--- config.mk ---
export PLATFORM = sky130hd
export DESIGN_NAME = axi_lite_read_slave_flat
export DESIGN_NICKNAME = d
export VERILOG_FILES = /design/src/rtl/axi_lite_read_slave_if.sv /design/src/rtl/axi_lite_read_slave.sv /design/src/flat_wrapper.sv
export SDC_FILE = /design/constraint.sdc
export NUM_CORES = 1
export LEC_CHECK = 0
export CORE_UTILIZATION = 60
export DETAILED_ROUTE_END_ITERATION = 16
export PLACE_DENSITY = 0.85
export SYNTH_ARGS = -nofsm -noshare
export SYNTH_HDL_FRONTEND = slang
export SYNTH_SLANG_ARGS = --single-unit
--- constraint.sdc ---
create_clock -name ACLK -period 19.5 [get_ports ACLK]
set_clock_uncertainty 0.05 [all_clocks]
set_input_delay 1.95 -clock ACLK [delete_from_list [all_inputs] [get_ports ACLK]]
set_output_delay 1.95 -clock ACLK [all_outputs]
set_load 0.02 [all_outputs]
--- src/rtl/axi_lite_read_slave_if.sv ---
// AXI4-Lite read channel (AR/R) bundle shared by the read responder and its master.
interface axi_lite_read_slave_if #(
  parameter int ADDR_WIDTH = 32
);
  logic                  ARVALID;
  logic                  ARREADY;
  logic [ADDR_WIDTH-1:0] ARADDR;
  logic [2:0]            ARPROT;
  logic                  RVALID;
  logic                  RREADY;
  logic [31:0]           RDATA;
  logic [1:0]            RRESP;

  modport master (
    output ARVALID, ARADDR, ARPROT, RREADY,
    input  ARREADY, RVALID, RDATA, RRESP
  );

  modport slave (
    input  ARVALID, ARADDR, ARPROT, RREADY,
    output ARREADY, RVALID, RDATA, RRESP
  );
endinterface

--- src/rtl/axi_lite_read_slave.sv ---
// AXI4-Lite read responder for a locally loaded register bank; R follows AR by one cycle, one read in flight,
// RDATA/RRESP held until RREADY. Define ALIGN_CHECK_EN to answer misaligned hits with SLVERR.
module axi_lite_read_slave #(
  parameter int                    ADDR_WIDTH = 32,
  parameter int                    NUM_REGS   = 16,
  parameter logic [ADDR_WIDTH-1:0] BASE_ADDR  = '0,
  parameter logic [31:0]           RESET_VAL  = '0
) (
  input  logic                        ACLK,
  input  logic                        ARESET,
  axi_lite_read_slave_if.slave        bus,
  input  logic                        LW_EN,
  input  logic [$clog2(NUM_REGS)-1:0] LW_IDX,
  input  logic [31:0]                 LW_DATA
);

  localparam int                    IDX_W  = $clog2(NUM_REGS);
  localparam logic [ADDR_WIDTH-1:0] REGION = ADDR_WIDTH'(NUM_REGS * 4);
  localparam logic [1:0]            RESP_OKAY   = 2'b00;
  localparam logic [1:0]            RESP_SLVERR = 2'b10;

  typedef enum logic {IDLE, RESP} state_t;

  state_t      state_q, state_d;
  logic        arready_q, arready_d;
  logic        rvalid_q, rvalid_d;
  logic [31:0] rdata_q, rdata_d;
  logic [1:0]  rresp_q, rresp_d;
  logic [31:0] regs_q [NUM_REGS];
  logic [31:0] regs_d [NUM_REGS];

  logic [ADDR_WIDTH-1:0] off;
  logic [IDX_W-1:0]      idx;
  logic                  hit;
  logic                  misalign;
  logic                  unused_arprot;

  assign unused_arprot = ^bus.ARPROT;

  always_comb begin
    off = bus.ARADDR - BASE_ADDR;
    hit = (bus.ARADDR >= BASE_ADDR) && (off < REGION);
    idx = off[2 +: IDX_W];
`ifdef ALIGN_CHECK_EN
    misalign = (bus.ARADDR[1:0] != 2'b00);
`else
    misalign = 1'b0;
`endif
  end

  always_comb begin
    state_d   = state_q;
    arready_d = arready_q;
    rvalid_d  = rvalid_q;
    rdata_d   = rdata_q;
    rresp_d   = rresp_q;
    regs_d    = regs_q;

    // The response samples regs_q, so a same-edge local write is not visible to it.
    if (LW_EN) begin
      regs_d[LW_IDX] = LW_DATA;
    end

    case (state_q)
      IDLE: begin
        arready_d = 1'b1;
        if (bus.ARVALID && arready_q) begin
          state_d   = RESP;
          arready_d = 1'b0;
          rvalid_d  = 1'b1;
          if (hit && !misalign) begin
            rdata_d = regs_q[idx];
            rresp_d = RESP_OKAY;
          end else begin
            rdata_d = '0;
            rresp_d = RESP_SLVERR;
          end
        end
      end
      RESP: begin
        if (bus.RREADY) begin
          state_d   = IDLE;
          arready_d = 1'b1;
          rvalid_d  = 1'b0;
        end
      end
      default: begin
        state_d   = IDLE;
        arready_d = 1'b1;
        rvalid_d  = 1'b0;
      end
    endcase
  end

  always_ff @(posedge ACLK or posedge ARESET) begin
    if (ARESET) begin
      state_q   <= IDLE;
      arready_q <= 1'b1;
      rvalid_q  <= 1'b0;
      rdata_q   <= '0;
      rresp_q   <= RESP_OKAY;
      regs_q    <= '{default: RESET_VAL};
    end else begin
      state_q   <= state_d;
      arready_q <= arready_d;
      rvalid_q  <= rvalid_d;
      rdata_q   <= rdata_d;
      rresp_q   <= rresp_d;
      regs_q    <= regs_d;
    end
  end

  assign bus.ARREADY = arready_q;
  assign bus.RVALID  = rvalid_q;
  assign bus.RDATA   = rdata_q;
  assign bus.RRESP   = rresp_q;

endmodule

--- src/flat_wrapper.sv ---
// flat-port wrapper written by rule: the top's interface ports become plain ports
module axi_lite_read_slave_flat 
#(
  parameter int                    ADDR_WIDTH = 32,
  parameter int                    NUM_REGS   = 16,
  parameter logic [ADDR_WIDTH-1:0] BASE_ADDR  = '0,
  parameter logic [31:0]           RESET_VAL  = '0
)
  (ACLK, ARESET, LW_EN, LW_IDX, LW_DATA, bus_ARVALID, bus_ARADDR, bus_ARPROT, bus_RREADY, bus_ARREADY, bus_RVALID, bus_RDATA, bus_RRESP);
  axi_lite_read_slave_if #(.ADDR_WIDTH(ADDR_WIDTH)) bus_i ();
  input  logic ACLK;
  input  logic ARESET;
  input  logic LW_EN;
  input  logic [$clog2(NUM_REGS)-1:0] LW_IDX;
  input  logic [31:0] LW_DATA;
  input wire logic [$bits(bus_i.ARVALID)-1:0] bus_ARVALID;
  input wire logic [$bits(bus_i.ARADDR)-1:0] bus_ARADDR;
  input wire logic [$bits(bus_i.ARPROT)-1:0] bus_ARPROT;
  input wire logic [$bits(bus_i.RREADY)-1:0] bus_RREADY;
  output wire logic [$bits(bus_i.ARREADY)-1:0] bus_ARREADY;
  output wire logic [$bits(bus_i.RVALID)-1:0] bus_RVALID;
  output wire logic [$bits(bus_i.RDATA)-1:0] bus_RDATA;
  output wire logic [$bits(bus_i.RRESP)-1:0] bus_RRESP;
  assign bus_i.ARVALID = bus_ARVALID;
  assign bus_i.ARADDR = bus_ARADDR;
  assign bus_i.ARPROT = bus_ARPROT;
  assign bus_i.RREADY = bus_RREADY;
  assign bus_ARREADY = bus_i.ARREADY;
  assign bus_RVALID = bus_i.RVALID;
  assign bus_RDATA = bus_i.RDATA;
  assign bus_RRESP = bus_i.RRESP;
  axi_lite_read_slave #(.ADDR_WIDTH(ADDR_WIDTH), .NUM_REGS(NUM_REGS), .BASE_ADDR(BASE_ADDR), .RESET_VAL(RESET_VAL)) u_core (.ACLK(ACLK), .ARESET(ARESET), .bus(bus_i), .LW_EN(LW_EN), .LW_IDX(LW_IDX), .LW_DATA(LW_DATA));
endmodule
==> flow_summary.toml <==
[floorplan]
die_area_um2 = 41100
die_w_um = 203
io_pins = 112
die_h_um = 203
initial_core_util = 0.608
placement_rows = 73
coreArea_um2 = 39700

[global_route]
antenna_found_initial = 2
grt_pass1_wl_mm = 85.4
track_usage = 0.276
met3_usage = 0.0535
grt_overflow = 0
grt_max_degree = 211
grt_use_met2 = 0.445
busiest_layer = "met2"
grt_pass1_vias = 14557
met1_usage = 0.390

[synthesis]
syn-num-nets = 1577
syn_area_um2 = 24200
synth_cell_types = 31
syn_avg_cell_area_um2 = 16.1
synth_warnings = 0
yosysSeqAreaShare = 0.568
ys_ff_latch = 548
synthesis.instances = 1501

[power]
p_leak_nw = 11.7
vdd_drop_max_mv = 0.0710
p_int_mw = 2.38
p_seq_frac = 0.483
p_comb_frac = 0.163
switching_power_mw = 0.757
swShare = 0.241
cellPowerDensity_nw_per_um2 = 114
power_frac_clock = 0.354

[cells_and_area]
area_growth_pct = 13.8
final_cell_mix = "dfrtp_1, mux2_2, mux4_2"
multi_input_area_um2 = 9920
fill_cells = 2571
diodes = 0
design_area_um2 = 27500
drive_gt1_frac = 0.475
register_area_um2 = 13700
finalNetCount = 1631
final_common_cell = "dfrtp_1"
fin_util = 0.692

[setup_path]
reg2reg_slack_ns = 17.55
reg2reg_depth = 5
r2r_start = "u_core.bus.ARREADY"
start_kind = "input pin"
path_class = "in -> reg"
path_max_fanout = 53
critPathRequiredTime_ns = 19.94
reg2reg_to = "u_core.bus.RDATA[31]"
cp.arrival_ns = 5.23
end_kind = "flop"

[route]
drt_iter0_markers = 988
firstDrtPassIters = 5
vias_per_cell = 6.44
num_vias = 13666
drcViolationCount = 0
routed_wl_mm = 54.5
ant_nets = 0
routedWlPerCell_um = 25.7

[cts]
cts_max_level = 2
cts_hold_buf = 0
cts.sinks = 548
cts_tree = "built"
cts_buffer_depth = 3
postCtsSetupBuffers = 0
cts_resized = 0
clkLatencyLatePin_ns = 0.59
root_buffer = "clkbuf_16"
clkSlewWorstSetupHoldPaths_ns = 0.06
cts_buffers = 55

[timing]
rsz0062_at_grt = "no"
min_period_ns = 4.79
finalSetupViolations = 0
tightest_slew_ns = 1.23
hold_viol = 0
layout_setup_ws_ns = 14.71
post-route-period-util = 0.246
final.setup.tns_ns = 0
slew_violations = 0
fmax_ghz = 0.209
slew_headroom = 0.176

[place]
dp_hpwl_mm = 29.0
pre_cts_ws_ns = 13.98
io_buffers = 105
place_area_um2 = 25600
place.gp.congestion = 0.702

[hold_path]
hold_class = "reg -> reg"
whs_path_depth = 2
hold_path_end = "u_core.bus.RVALID"
holdCritStartpoint = "u_core.bus.RVALID"

[outcome]
status = "finished clean"

[flow_run]
cap_violations = 0
==> critical path, stage by stage <==
cell and delay, ns:
clkbuf_8 0.52, buf_4 0.84, buf_4 0.65, mux4_2 0.60, a22oi_1 0.27, nand2_1 0.11
a22o_1 0.21
==> state kept, by name, indices dropped and copies added, names as in the netlist <==
| signal | flops |
|---|---|
| u_core.bus.RRESP | 1 |
| u_core.state_q | 1 |
| u_core.regs_q | 512 |
| u_core.bus.RVALID | 1 |
| u_core.bus.ARREADY | 1 |
| u_core.bus.RDATA | 32 |
==> synthesized netlist by cell type (all sizes together) <==
master / instances / area, um2
and3b: 1 / 8.76
nor2: 16 / 60.1
dfrtp: 547 / 13700
mux2i: 1 / 10.0
nor2b: 4 / 25.0
mux2: 512 / 5770
mux4: 128 / 2880
or3: 2 / 12.5
inv: 2 / 7.51
a21oi: 1 / 5.00
a211o: 1 / 8.76
nor3b: 1 / 12.5
nor4: 6 / 37.5
nand3: 2 / 10.0
nand4: 2 / 12.5
a22o: 31 / 272
conb: 1 / 3.75
dfstp: 1 / 26.3
nand2b: 3 / 18.8
clkbuf: 64 / 240
a32o: 1 / 10.0
nand2: 37 / 139
and2: 1 / 6.26
nand3b: 4 / 30.0
buf: 69 / 402
o21ai: 1 / 5.00
a22oi: 62 / 465
==> power groups by stage <==
| stage | Combinational, mW | Sequential [mW] | Clock, mW |
|---|---|---|---|
| floorplan | 0.413 | 1.49 | 0 |
| global placement | 0.487 | 1.50 | 0 |
| detailed placement | 0.511 | 1.53 | 0 |
| CTS | 0.517 | 1.51 | 1.13 |
| global route | 0.552 | 1.54 | 1.17 |
| finish | 0.512 | 1.52 | 1.11 |
==> layout make-up <==
cell class | instances | share of cell area
Clock inverter | 20 | 0.00951
Sequential cell | 548 | 0.499
Clock buffer | 79 | 0.0607
Inverter | 2 | 0.000546
Timing Repair Buffer | 130 | 0.0457
Tap cell | 525 | 0.0239
Multi-Input combinational cell | 818 | 0.361
==> through the flow <==
step | hold slack, ns | cells | total power [mW]
after floorplan | 0.370 | 1501 | 1.90
after global placement | 0.387 | 2023 | 1.99
after detailed placement | 0.416 | 2023 | 2.04
after CTS | 0.428 | 2122 | 3.15
after global routing | 0.454 | 2122 | 3.26
final | 0.427 | 2122 | 3.14
==> how the worst max path moves through the flow <==
stage | cells after the start | from | slack, ns | endpoint
after floorplan | 1 | ARESET | 2.18 | u_core.bus.RDATA[0]
after global placement | 7 | bus_ARADDR[2] | 14.00 | u_core.bus.RDATA[8]
after detailed placement | 7 | bus_ARADDR[2] | 13.98 | u_core.bus.RDATA[10]
after CTS | 7 | bus_ARADDR[2] | 14.60 | u_core.bus.RDATA[7]
after global routing | 7 | bus_ARADDR[2] | 14.36 | u_core.bus.RDATA[9]
final | 7 | bus_ARADDR[2] | 14.71 | u_core.bus.RDATA[7]
==> layer usage <==
metal	vias to the layer above	routed length, um
li1	5732	-
met1	7427	23000
met2	416	26700
met3	89	3470
met4	2	1290
met5	-	11
==> kinds of logic after synthesis <==
kind of cell           share of synthesized area
muxes                                      0.358
DFF                                        0.568
buffers and inverters                     0.0269
AOI/OAI and AO/OA                         0.0317
and+or+nand+nor                           0.0154
other                                   0.000155
No activity file was read; power rests on OpenSTA's default activity.
